## config.mk

```make
export PLATFORM = sky130hd
export DESIGN_NAME = apb_timer_master
export DESIGN_NICKNAME = d
export VERILOG_FILES = /design/src/rtl/timer_apb_pkg.sv /design/src/rtl/apb_timer_master.sv
export SDC_FILE = /design/constraint.sdc
export NUM_CORES = 1
export LEC_CHECK = 0
export CAP_MARGIN = 20
export CORE_ASPECT_RATIO = 0.7
export CORE_MARGIN = 2
export CORE_UTILIZATION = 36
export DETAILED_ROUTE_END_ITERATION = 6
export PLACE_DENSITY = 0.75
export SLEW_MARGIN = 40
export SYNTH_ARGS = -nofsm -noshare
export SYNTH_HDL_FRONTEND = slang
export SYNTH_SLANG_ARGS = --single-unit
```

## constraint.sdc

```tcl
create_clock -name sys_clk -period 2.45 [get_ports sys_clk]
set_clock_uncertainty 0.1 [all_clocks]
set_input_delay 0.49 -clock sys_clk [delete_from_list [all_inputs] [get_ports sys_clk]]
set_output_delay 0.49 -clock sys_clk [all_outputs]
set_load 0.01 [all_outputs]
```

## src/rtl/timer_apb_pkg.sv

```systemverilog
// rtl/timer_apb_pkg.sv - shared state encoding and timer register map for the APB timer master
package timer_apb_pkg;

  typedef enum logic [1:0] {
    IDLE   = 2'd0,
    SETUP  = 2'd1,
    ACCESS = 2'd2,
    RESP   = 2'd3
  } state_e;

  localparam logic [11:0] TCR   = 12'h000;
  localparam logic [11:0] TDR0  = 12'h004;
  localparam logic [11:0] TDR1  = 12'h008;
  localparam logic [11:0] TCMP0 = 12'h00C;
  localparam logic [11:0] TCMP1 = 12'h010;
  localparam logic [11:0] TIER  = 12'h014;
  localparam logic [11:0] TISR  = 12'h018;
  localparam logic [11:0] THCSR = 12'h01C;

  function automatic logic is_word_aligned(input logic [1:0] lsb);
    return (lsb == 2'b00);
  endfunction

endpackage

```

## src/rtl/apb_timer_master.sv

```systemverilog
// rtl/apb_timer_master.sv - one command in, one APB transfer out, one response back
module apb_timer_master
  import timer_apb_pkg::*;
#(
  parameter int ADDR_SIZE   = 12,
  parameter int DATA_SIZE   = 32,
  parameter int PSTRB_SIZE  = 4,
  parameter int TIMEOUT_CYC = 16
) (
  input  logic                  sys_clk,
  input  logic                  sys_rst,
  input  logic                  cmd_valid,
  output logic                  cmd_ready,
  input  logic                  cmd_write,
  input  logic [ADDR_SIZE-1:0]  cmd_addr,
  input  logic [DATA_SIZE-1:0]  cmd_wdata,
  input  logic [PSTRB_SIZE-1:0] cmd_strb,
  output logic                  rsp_valid,
  input  logic                  rsp_ready,
  output logic [DATA_SIZE-1:0]  rsp_rdata,
  output logic                  rsp_err,
  output logic                  rsp_timeout,
  output logic                  psel,
  output logic                  penable,
  output logic                  pwrite,
  output logic [ADDR_SIZE-1:0]  paddr,
  output logic [DATA_SIZE-1:0]  pwdata,
  output logic [PSTRB_SIZE-1:0] pstrb,
  input  logic                  pready,
  input  logic                  pslverr,
  input  logic [DATA_SIZE-1:0]  prdata
);

  localparam int CNT_W = (TIMEOUT_CYC > 0) ? $clog2(TIMEOUT_CYC + 1) : 1;
  localparam logic [CNT_W-1:0] CNT_LAST = CNT_W'(TIMEOUT_CYC - 1);

  state_e           r_state;
  state_e           w_state_nxt;
  logic [CNT_W-1:0] r_cnt;
  logic             w_accept;
  logic             w_misaligned;
  logic             w_done;
  logic             w_expire;

  assign cmd_ready    = (r_state == IDLE);
  assign w_accept     = cmd_valid && (r_state == IDLE);
  assign w_misaligned = !is_word_aligned(cmd_addr[1:0]);
  assign w_done       = (r_state == ACCESS) && pready;
  // pready on the expiry edge is a normal completion, so expiry requires pready low
  assign w_expire     = (r_state == ACCESS) && !pready && (TIMEOUT_CYC != 0) && (r_cnt == CNT_LAST);

  always_ff @(posedge sys_clk) begin
    if (sys_rst) begin
      r_state <= IDLE;
    end else begin
      r_state <= w_state_nxt;
    end
  end

  always_comb begin
    w_state_nxt = r_state;
    case (r_state)
      IDLE:    if (w_accept) w_state_nxt = w_misaligned ? RESP : SETUP;
      SETUP:   w_state_nxt = ACCESS;
      ACCESS:  if (w_done || w_expire) w_state_nxt = RESP;
      RESP:    if (rsp_valid && rsp_ready) w_state_nxt = IDLE;
      default: w_state_nxt = IDLE;
    endcase
  end

  always_ff @(posedge sys_clk) begin
    if (sys_rst) begin
      psel        <= 1'b0;
      penable     <= 1'b0;
      pwrite      <= 1'b0;
      paddr       <= '0;
      pwdata      <= '0;
      pstrb       <= '0;
      rsp_valid   <= 1'b0;
      rsp_err     <= 1'b0;
      rsp_timeout <= 1'b0;
      rsp_rdata   <= '0;
      r_cnt       <= '0;
    end else begin
      case (r_state)
        IDLE: begin
          if (w_accept) begin
            r_cnt       <= '0;
            rsp_rdata   <= '0;
            rsp_timeout <= 1'b0;
            if (w_misaligned) begin
              rsp_valid <= 1'b1;
              rsp_err   <= 1'b1;
            end else begin
              psel    <= 1'b1;
              penable <= 1'b0;
              pwrite  <= cmd_write;
              paddr   <= cmd_addr;
              pwdata  <= cmd_write ? cmd_wdata : '0;
              pstrb   <= cmd_write ? cmd_strb : '0;
              rsp_err <= 1'b0;
            end
          end
        end
        SETUP: penable <= 1'b1;
        ACCESS: begin
          if (w_done) begin
            psel      <= 1'b0;
            penable   <= 1'b0;
            rsp_valid <= 1'b1;
            rsp_err   <= pslverr;
            rsp_rdata <= (!pwrite && !pslverr) ? prdata : '0;
          end else if (w_expire) begin
            psel        <= 1'b0;
            penable     <= 1'b0;
            rsp_valid   <= 1'b1;
            rsp_err     <= 1'b1;
            rsp_timeout <= 1'b1;
            rsp_rdata   <= '0;
          end else begin
            r_cnt <= r_cnt + CNT_W'(1);
          end
        end
        RESP: if (rsp_ready) rsp_valid <= 1'b0;
        default: ;
      endcase
    end
  end

endmodule
```

After elaboration in Yosys (flattened, before gate mapping):

Cells that the tools add are included.
W data, S select, Z words.

* bits in registers: 93
* input bits: 87
* output and inout port bits: 87

* add/sub/neg operators: 1
* equal/unequal tests: 14
* mux-type cells: 37
* reduce and logical (&&, ||, !) cells: 23

Operators with widths (number)
* $mux W32: 5
* $pmux W32 S2: 1
* $mux W1: 16
* $reduce_and A4 Y1: 4
* $mux W5: 3
* $ne A2 B2 Y1 const B: 6
* $pmux W5 S2: 1
* $reduce_and A3 Y1: 3
* $mux W2: 4
* $pmux W2 S4: 1
* $logic_and A1 B1 Y1: 6
* $ne A2 B1 Y1 const B: 3
* $pmux W1 S2: 3
* $pmux W1 S3: 2
* $reduce_bool A3 Y1: 2
* $add A5 B1 Y5 const B: 1
* $eq A5 B4 Y1 const B: 1
* $reduce_and A5 Y1: 1
* $eq A2 B2 Y1 const B: 2
* $logic_not A2 Y1: 2
* $mux W4: 1
* $logic_not A1 Y1: 3
* $ne A3 B3 Y1 const B: 1
* $eq A2 B1 Y1 const B: 1
* other kinds (2): 2

Logic depth before layout (Yosys ltp):

* word-level depth: 6
* gate-level depth with buffers: 9

Least setup slack after synthesis:

OpenSTA, ideal clock, no wires.

* kind: register -> register
* from: register r_cnt[0]
* to: register rsp_rdata[0]
* setup time: 0.128 ns
* arrival time: 1.736 ns
* data required time: 2.222 ns
* slack: 0.487 ns
* cell stages (with the launch flop): 10
* cell sequence: dfxtp_1 ha_1 and3_1 ha_1 buf_2 nor2_2 a21oi_4 buf_6 mux2i_1 nor2_1

* cells in the longest elaborated chain, start to end: 4

RTL lines
* start, declared: line apb_timer_master.sv:39 `logic [CNT_W-1:0] r_cnt;`
* start signal, assigned: line apb_timer_master.sv:121 `r_cnt <= r_cnt + CNT_W'(1);`
* $eq A5 B4 Y1: line apb_timer_master.sv:50 `assign w_expire = (r_state == ACCESS) && !pready && (TIMEOUT_CYC != 0) && (r_cnt == CNT_LAST);`
* $logic_and A1 B1 Y1: line apb_timer_master.sv:50
* $ne A3 B3 Y1 (no line)
* $reduce_and A3 Y1 (no line)
* end signal, assigned: line apb_timer_master.sv:112 `rsp_rdata <= (!pwrite && !pslverr) ? prdata : '0;`
* end, declared: line apb_timer_master.sv:20 `output logic [DATA_SIZE-1:0] rsp_rdata,`

Every way passes these cells.
A chain may end at the register's enable or synchronous reset.

Worst setup path after layout:

* from: register r_state[0]
* to: output port cmd_ready

* cells in the longest elaborated chain, start to end: 1

RTL lines
* start, declared: line apb_timer_master.sv:37 `state_e r_state;`
* start signal, assigned: line apb_timer_master.sv:56 `r_state <= w_state_nxt;`
* $logic_not A2 Y1: line apb_timer_master.sv:45 `assign cmd_ready = (r_state == IDLE);`
* end, declared: line apb_timer_master.sv:13 `output logic cmd_ready,`

Every way passes these cells.

==> metrics.md <==
| Metric | Value |
|---|---|
| Distinct cells, synth | 36 |
| Crit path cell chain | inv_1 > ha_2 > clkdlybuf4s50_1 |
| Die height | 90.4 µm |
| Cts bufs inserted | 9 |
| Finished Cell Area | 0.00596 mm² |
| Reg2reg end | rsp_rdata[16] |
| Non-filler instance count after layout | 736 |
| Commonest non-fill, non-tap cell in the layout | clkdlybuf4s50_1 |
| PD cells | 715 mW/mm² |
| FP Rows | 31 |
| Final antenna-violating net count | 0 |
| CP startpoint kind | register |
| Worst reg-to-reg setup slack | 230 ps |
| Gpl congestion | 0.859 |
| Hold path startpoint | pwdata[24] |
| Worst Reg-to-Reg Cells | 8 |
| Total congestion overflow | 0 |
| Worst-path clk slew | 60 ps |
| Worst Hold Path EP | pwdata[24] |
| H-tree depth | 3 |
| Number of synthesized register bits | 93 |
| Fmax achieved | 0.441 GHz |
| Syn Inst Count | 439 |
| Final min period | 2270 ps |
| Ant. Diodes | 0 |
| CP Class | register to output pin |
| Total Nets Final | 694 |
| Hold path cells | 2 |
| Syn_nets | 534 |
| Sum Neg Setup Slack | 0 ps |
| Vias in the first global route | 3493 |
| Largest net degree at the start of global routing | 38 |
| Slew @ Worst Pin | 534 ps |
| Top post-synthesis cells by area | dfxtp_1 (49%), mux2i_1 (9.9%), a21oi_1 (7.3%), nand2_1 (6.0%), nand3_1 (5.3%) |
| DP Cell Count | 720 |
| Crit path largest cell delay | 570 ps |
| Synth warnings | 0 |
| Max-cap violations | 0 |
| Max IR drop VDD | 0.535 mV |
| Slew HR | 0.644 |
| Clk sinks | 93 |
| CP Max Fanout | 8 |
| Worst skew pair latency | 330 ps |
| GRT Resource Usage Total | 0.180 |
| Final WL | 10600 µm |
| Area grow syn2layout | 55.3% |
| Leak | 2.17 nW |
| Critical Path RT | 1860 ps |
| Initial antenna violation count | 0 |
| Hold_buf cts | 0 |
| Crit path DAT | 1680 ps |
| Fill count | 892 |
| Multi-input logic area | 0.00181 mm² |
| Fin. Hold Viols | 0 |
| IO Count | 174 |
| Routed via count | 3563 |
| Worst Slack Setup Final | 185 ps |
| First-pass iteration count of the detailed router | 4 |
| CORE AREA | 0.0104 mm² |
| Worst flop-to-flop path startpoint | r_cnt[0] |
| Die W | 127 µm |
| Initial DRC Count | 117 |
| Final Util | 0.575 |
| Clk root buf | clkbuf_16 |
| Share of cells above drive strength 1 | 0.0579 |
| Final setup viols | 0 |
| Syn Std Cell Area | 0.00384 mm² |
| Share of the synthesized area in the top cell type | 0.485 |
| Status | complete, no violations |
| Avg WL per Cell | 14.4 µm |
| HP Class | register to register |
| Avg Cell Area, Syn | 8.74 µm² |
| Area leader, netlist | dfxtp_1 |
| Die area | 0.0115 mm² |
| CP endpoint kind | output pin |
| Critical-path top delay cell | clkdlybuf4s50_1 |
| DP Worst Slack | 201 ps |
| CTS tree | done |
| RSZ-0062 raised after global routing | false |
| Final Max Slew Viols | 0 |
| Initial Utilization | 0.371 |
| Final HPWL DP | 7610 µm |
| Fin crit share | 0.925 |
| Commonest cells after routing, fill and taps aside | clkdlybuf4s50_1 (172), dfxtp_1 (93), nand2_1 (61), a21oi_1 (56), nor2_1 (43) |
| Seq/Total Area, Yosys | 0.485 |
| First-pass GRT wire length | 16900 µm |
| Via density per instance | 4.84 |
| Drc violations | 0 |
| Worst-case clock buffer depth | 2 |
| Area after DPL | 0.00568 mm² |
| Port-buffer cells | 173 |
| Seq. cell area | 0.00186 mm² |
==> Yosys cell counts (all sizes together) <==
cell type and n:
nor3 2, xor2 2, and4bb 1, inv 5, a21boi 1, a21oi 57
nor4 1, mux2i 38, o21bai 1, o21ai 2, nand2 61, a221oi 2
dfxtp 93, ha 8, a311oi 1, nor2b 2, and3 2, nor3b 3
buf 17, a2111oi 1, and2 32, and3b 1, mux2 1, clkbuf 17
o21a 1, nor2 44, o41ai 1, nand3 41, a211oi 1
==> kinds of logic (layout without fill, tap and decap cells) <==
group / after synthesis / after routing / synth area share
mux: 39 / 39 / 0.102
buf+inv: 39 / 204 / 0.0473
xor+xnor: 2 / 2 / 0.00457
fa+ha+maj: 8 / 8 / 0.0261
compound gates: 68 / 68 / 0.102
flops: 93 / 93 / 0.485
simple gates: 190 / 190 / 0.232
==> critical path, delay by kind of cell, from the launching register on <==
family,cells,cell delay [ps]
adders and majority gates,1,300
buffers and inverters,2,700
DFF,1,350
==> final cells by class <==
cell class                      instances  area share
Sequential cell                        93       0.312
Inverter                                5     0.00315
Timing Repair Buffer                  183       0.307
Tap cell                              132      0.0277
Multi-Input combinational cell        307       0.303
Clock buffer                           11      0.0407
Clock inverter                          5     0.00588
==> routing by layer <==
| metal | vias to the layer above | global-route usage | wire length (µm) |
|---|---|---|---|
| met1 | 1659 | 0.218 | 4650 |
| met3 | 7 | 0.0687 | 800 |
| met4 | 0 | 0.0357 | 65 |
| met2 | 112 | 0.307 | 5110 |
| met5 | - | 0 | 0 |
| li1 | 1785 | - | - |
==> metrics by stage <==
step           total power, W  hold slack [ps]
5_1_grt               0.00448              370
6_report              0.00426              349
3_5_place_dp          0.00300              342
2_1_floorplan         0.00255              370
3_3_place_gp          0.00296              338
4_1_cts               0.00430              351
==> how the worst max path moves through the flow <==
stage	from	to	slack, ps	depth (start not counted)
after floorplan	r_cnt[0]	rsp_rdata[0]	490	9
after global placement	cmd_valid	rsp_rdata[27]	230	6
after detailed placement	pready	rsp_rdata[21]	200	5
after CTS	r_state[0]	cmd_ready	80	3
after global routing	r_cnt[0]	rsp_rdata[10]	60	8
final	r_state[0]	cmd_ready	180	3
==> state kept, by name, summed over array words and instances, names as in the netlist <==
name         cells
rsp_timeout      1
pwrite           1
rsp_rdata       32
pstrb            4
pwdata          32
penable          1
r_state          2
psel             1
rsp_valid        1
paddr           12
rsp_err          1
r_cnt            5
==> report_power, final <==
| group | internal [W] | switching, W |
|---|---|---|
| Clock | 0.000718 | 0.000566 |
| Sequential | 0.00159 | 0.0000591 |
| Combinational | 0.000654 | 0.000669 |
==> what timing repair did <==
item                                    4_1_cts  5_1_grt
endpoints found under the setup margin        0        1
gates resized for setup                       0        1
setup buffers                                 0        0
No activity file was read; power rests on OpenSTA's default activity.
